### src/rtl/id_ex_stage.sv
// id_ex_stage: ID/EX pipeline register with MEM/WB operand forwarding and load-use/branch hazard control.
// Define ID_EX_PERF_CNT_EN to add saturating StallCount/FlushCount outputs.
module id_ex_stage #(
    parameter int XLEN = 32,
    parameter int RA_W = 5
) (
    input  logic            clk,
    input  logic            reset,
    input  logic            ValidD,
    input  logic [XLEN-1:0] RD1D,
    input  logic [XLEN-1:0] RD2D,
    input  logic [XLEN-1:0] ImmExtD,
    input  logic [XLEN-1:0] PCD,
    input  logic [XLEN-1:0] PCPlus4D,
    input  logic [RA_W-1:0] Rs1D,
    input  logic [RA_W-1:0] Rs2D,
    input  logic [RA_W-1:0] RdD,
    input  logic [2:0]      ALUControlD,
    input  logic            ALUSrcD,
    input  logic            RegWriteD,
    input  logic            MemWriteD,
    input  logic            BranchD,
    input  logic            JumpD,
    input  logic [1:0]      ResultSrcD,
    input  logic            PCSrcE,
    input  logic [XLEN-1:0] ALUResultM,
    input  logic [XLEN-1:0] ResultW,
    input  logic [RA_W-1:0] RdM,
    input  logic [RA_W-1:0] RdW,
    input  logic            RegWriteM,
    input  logic            RegWriteW,
    output logic            StallF,
    output logic            StallD,
    output logic            FlushD,
    output logic            ValidE,
    output logic [2:0]      ALUControlE,
    output logic [XLEN-1:0] SrcAE,
    output logic [XLEN-1:0] SrcBE,
    output logic [XLEN-1:0] WriteDataE,
    output logic [XLEN-1:0] ImmExtE,
    output logic [XLEN-1:0] PCE,
    output logic [XLEN-1:0] PCPlus4E,
    output logic [RA_W-1:0] RdE,
    output logic            RegWriteE,
    output logic            MemWriteE,
    output logic            BranchE,
    output logic            JumpE,
    output logic [1:0]      ResultSrcE
`ifdef ID_EX_PERF_CNT_EN
    ,
    output logic [31:0]     StallCount,
    output logic [31:0]     FlushCount
`endif
);

    logic            r_valid, r_alusrc, r_regwrite, r_memwrite, r_branch, r_jump;
    logic [2:0]      r_aluctl;
    logic [1:0]      r_resultsrc;
    logic [XLEN-1:0] r_rd1, r_rd2, r_imm, r_pc, r_pc4;
    logic [RA_W-1:0] r_rs1, r_rs2, r_rd;
    logic            w_lw_stall, w_flush_e;
    logic [XLEN-1:0] w_fwd_a, w_fwd_b;

    assign w_lw_stall = (r_resultsrc == 2'b01) && r_regwrite && (r_rd != '0) &&
                        ((r_rd == Rs1D) || (r_rd == Rs2D));
    assign w_flush_e  = w_lw_stall || PCSrcE;
    assign StallF     = w_lw_stall && !PCSrcE;
    assign StallD     = StallF;
    assign FlushD     = PCSrcE;

    // A flushed E stage takes exactly the reset values, i.e. a bubble.
    always_ff @(posedge clk) begin
        if (reset || w_flush_e) begin
            r_valid     <= 1'b0;
            r_alusrc    <= 1'b0;
            r_regwrite  <= 1'b0;
            r_memwrite  <= 1'b0;
            r_branch    <= 1'b0;
            r_jump      <= 1'b0;
            r_aluctl    <= '0;
            r_resultsrc <= '0;
            r_rd1       <= '0;
            r_rd2       <= '0;
            r_imm       <= '0;
            r_pc        <= '0;
            r_pc4       <= '0;
            r_rs1       <= '0;
            r_rs2       <= '0;
            r_rd        <= '0;
        end else begin
            r_valid     <= ValidD;
            r_alusrc    <= ALUSrcD;
            r_regwrite  <= RegWriteD;
            r_memwrite  <= MemWriteD;
            r_branch    <= BranchD;
            r_jump      <= JumpD;
            r_aluctl    <= ALUControlD;
            r_resultsrc <= ResultSrcD;
            r_rd1       <= RD1D;
            r_rd2       <= RD2D;
            r_imm       <= ImmExtD;
            r_pc        <= PCD;
            r_pc4       <= PCPlus4D;
            r_rs1       <= Rs1D;
            r_rs2       <= Rs2D;
            r_rd        <= RdD;
        end
    end

    // MEM result is younger than WB, so it wins when both match.
    assign w_fwd_a = (RegWriteM && (RdM != '0) && (RdM == r_rs1)) ? ALUResultM :
                     (RegWriteW && (RdW != '0) && (RdW == r_rs1)) ? ResultW : r_rd1;
    assign w_fwd_b = (RegWriteM && (RdM != '0) && (RdM == r_rs2)) ? ALUResultM :
                     (RegWriteW && (RdW != '0) && (RdW == r_rs2)) ? ResultW : r_rd2;

    assign SrcAE       = w_fwd_a;
    assign WriteDataE  = w_fwd_b;
    assign SrcBE       = r_alusrc ? r_imm : w_fwd_b;
    assign ValidE      = r_valid;
    assign ALUControlE = r_aluctl;
    assign ImmExtE     = r_imm;
    assign PCE         = r_pc;
    assign PCPlus4E    = r_pc4;
    assign RdE         = r_rd;
    assign RegWriteE   = r_regwrite;
    assign MemWriteE   = r_memwrite;
    assign BranchE     = r_branch;
    assign JumpE       = r_jump;
    assign ResultSrcE  = r_resultsrc;

`ifdef ID_EX_PERF_CNT_EN
    logic [31:0] r_stall_cnt, r_flush_cnt;

    always_ff @(posedge clk) begin
        if (reset) begin
            r_stall_cnt <= '0;
            r_flush_cnt <= '0;
        end else begin
            if (StallD && (r_stall_cnt != '1)) r_stall_cnt <= r_stall_cnt + 32'd1;
            if (PCSrcE && (r_flush_cnt != '1)) r_flush_cnt <= r_flush_cnt + 32'd1;
        end
    end

    assign StallCount = r_stall_cnt;
    assign FlushCount = r_flush_cnt;
`endif

endmodule

### config.mk
export PLATFORM = sky130hd
export DESIGN_NAME = id_ex_stage
export DESIGN_NICKNAME = d
export VERILOG_FILES = /design/src/rtl/id_ex_stage.sv
export SDC_FILE = /design/constraint.sdc
export NUM_CORES = 1
export LEC_CHECK = 0
export CAP_MARGIN = 20
export CORE_AREA = 2 2 184 186
export DETAILED_ROUTE_END_ITERATION = 6
export DIE_AREA = 0 0 186 188
export SLEW_MARGIN = 10
export SYNTH_ARGS = -nofsm -noshare
export SYNTH_HDL_FRONTEND = slang
export SYNTH_SLANG_ARGS = --single-unit
### constraint.sdc
create_clock -name clk -period 2 [get_ports clk]
set_input_delay 0.2 -clock clk [delete_from_list [all_inputs] [get_ports clk]]
set_output_delay 0.2 -clock clk [all_outputs]
set_load 0.1 [all_outputs]
==> flow_metrics.py <==
metrics = {
    "finish": {
        "final_common_cell": "clkdlybuf4s50_1",
        "syn_to_final_growth_pct": 136,
        "layout-drive-gt1-share": 0.481,
        "fin_util": 0.537,
        "final_nets": 1604,
        "nFillCells": 2857,
        "layout_common_cells": "clkdlybuf4s50_1 (256), and2_1 (186), dfxtp_1 (169)",
    },
    "timing": {
        "setup_viol": 96,
        "fmax_mhz": 374,
        "setup_ws_ps": -674,
        "worst_slew_pin_slew_ps": 393,
        "final.min_clock_period_ps": 2670,
        "finalCritPeriodShare": 1.34,
        "slew_headroom": 0.738,
        "finalHoldViolations": 0,
        "skew_ps": 5.80,
        "rsz0062_at_grt": "yes",
        "finalMaxSlewViolations": 0,
        "setup_tns_ps": -54940,
    },
    "logic_synthesis": {
        "syn_area_um2": 7550,
        "yosys_warnings": 0,
        "syn_nets": 1044,
        "synth_cell_type_count": 33,
        "yosysSeqAreaShare": 0.493,
        "ys_ff_latch": 186,
        "netlist_instances": 779,
        "synth_area_per_cell_um2": 9.69,
    },
    "power_and_ir_drop": {
        "powerDensity_nw_per_um2": 648,
        "peakVddDrop_mv": 0.624,
        "p_leak_nw": 6.97,
    },
    "clock_network": {
        "numCtsBuffers": 17,
        "htreeDepth": 4,
        "clock_path_buffers": 2,
        "cts_tree": "yes",
        "cts_sinks": 186,
        "ctsRootBufferMaster": "clkbuf_16",
        "clk_pin_slew_ps": 70,
        "ctsHoldBuffers": 0,
        "clkLatencyLatePin_ps": 440,
    },
    "placed_design": {
        "io_buffers": 474,
        "dp_hpwl_mm": 25.6,
        "gp_congestion": 0.842,
        "dp_slack_ps": -794,
    },
    "floorplan": {
        "die_w_um": 186,
        "std_cell_rows": 67,
        "top_level_ports": 475,
        "die-height_um": 188,
        "fp.dieArea_um2": 35000,
        "core_area_um2": 33100,
        "start_util": 0.228,
    },
    "worst_setup_path": {
        "endpoint_kind": "output pin",
        "critical_path_required_ps": 1800,
        "path_max_fanout": 5,
        "worstSetupPathType": "reg2out",
        "arrival_ps": 2470,
        "worstSetupStartpointType": "flop",
    },
    "global_routing": {
        "grt_pass1_wl_mm": 52.6,
        "grt_usage": 0.205,
        "antenna_found_initial": 6,
        "grt_max_degree": 46,
        "grt-ovfl-total": 0,
        "grt_pass1_vias": 8651,
    },
    "detailed_routing": {
        "via_per_inst": 4.33,
        "wl_per_cell_um": 19.8,
        "wirelength_mm": 35.7,
        "first_pass_iters": 4,
        "drc": 0,
        "route.vias.total": 7813,
        "drtAntennaViolNets": 0,
        "first_iter_violations": 192,
    },
    "run": {
        "cap_violations": 0,
    },
    "outcome": {
        "violations": "setup timing",
        "outcome": "complete, but fails checks",
    },
    "min_path": {
        "hold_class": "in2reg",
    },
}
-- through the flow --
| step | hold slack, ps | std cells | cell area [um2] | power, W |
|---|---|---|---|---|
| CTS | 279 | 1797 | 17600 | 0.0116 |
| global route | 292 | 1805 | 17800 | 0.0119 |
| global placement | 697 | 1716 | 15100 | 0.00769 |
| detailed placement | 698 | 1716 | 15100 | 0.00770 |
| floorplan | 321 | 779 | 8650 | 0.00616 |
| finish | 315 | 1806 | 17800 | 0.0115 |
-- worst max-delay path, stage by stage (launching register included) --
cell,delay [ps]
dfxtp_2,340
xor2_2,150
a221oi_4,250
nand4_1,150
buf_6,170
buf_12,140
buf_4,160
a221oi_2,260
buf_4,170
o31ai_4,60
buf_12,180
-- cell usage after synthesis (all sizes together) --
cell type    n  area share
o211ai       1      0.0010
nand4        2      0.0017
xor2         8      0.0093
and2       187        0.16
o22a         1      0.0012
a211oi       2      0.0027
or2          1     0.00083
a221oi      33       0.064
inv          2      0.0010
mux2i       32       0.042
xnor2       20       0.023
and4         1      0.0013
o31ai       32       0.038
buf         27       0.024
dfxtp      186        0.49
and3        32       0.027
o21ai        1     0.00066
a21oi       32       0.021
nand3        3      0.0020
nor2       100       0.050
nor3         2      0.0013
nand2       36       0.018
o22ai        1     0.00083
or4          3      0.0030
o21a         1      0.0010
clkbuf      33       0.016
-- where the power goes --
part	switching [W]	total, W	internal (W)
sequential	0.0000965	0.00394	0.00385
combinational	0.00239	0.00403	0.00164
clock	0.00163	0.00355	0.00192
-- registers in the layout (all words and copies together), names as in the netlist, 5 cells and up --
name and cells:
ImmExtE 32, PCE 32, PCPlus4E 32, r_rd1 32, r_rd2 32, RdE 5
r_rs1 5, r_rs2 5
-- worst paths after layout --
| path | slack, ps | depth (start not counted) | to | start |
|---|---|---|---|---|
| setup reg to reg | 160 | 7 | PCPlus4E[24]$_SDFF_PP0_ | RdE[0]$_SDFF_PP0_ |
| hold reg to reg | 1140 | 5 | r_rs2[4]$_SDFF_PP0_ | ResultSrcE[1]$_SDFF_PP0_ |
| hold / removal | 320 | 2 | ResultSrcE[0]$_SDFF_PP0_ | ResultSrcD[0] |
| setup / recovery | -670 | 10 | SrcBE[29] | r_rs2[2]$_SDFF_PP0_ |
-- what timing repair did --
action                                 CTS  global route
resized for setup                      202            58
buffers inserted                        33            12
gates cloned                            20             0
setup endpoints to repair               98            98
endpoints found under the hold margin    0             0
pin swaps                               88            57
-- per-layer routing --
layer	track usage	part of all wire	vias up
met1	0.206	0.35	3643
met3	0.0623	0.080	68
li1	-	-	3760
met5	0	0	-
met2	0.383	0.53	342
met4	0.0906	0.038	0
-- final cells by class --
type,count,area [um2],share of cell area
Sequential cell,186,3770,0.212
Multi-Input combinational cell,531,5560,0.313
Clock inverter,14,159,0.00894
Antenna cell,6,15.0,0.000844
Clock buffer,18,439,0.0247
Tap cell,448,561,0.0315
Inverter,2,7.51,0.000422
Timing Repair Buffer,601,7270,0.409
-- cells by family (layout without fill, tap and decap cells) --
| logic type | count (synthesis) | count (layout) | synth area share |
|---|---|---|---|
| AOI/OAI and AO/OA | 104 | 104 | 0.131 |
| xor gates and xnor gates | 28 | 28 | 0.0325 |
| and+or+nand+nor | 367 | 367 | 0.260 |
| DFF | 186 | 186 | 0.493 |
| muxes | 32 | 32 | 0.0424 |
| other | 0 | 6 | 0 |
| buffers and inverters | 62 | 635 | 0.0410 |
No activity file was read; power rests on OpenSTA's default activity.
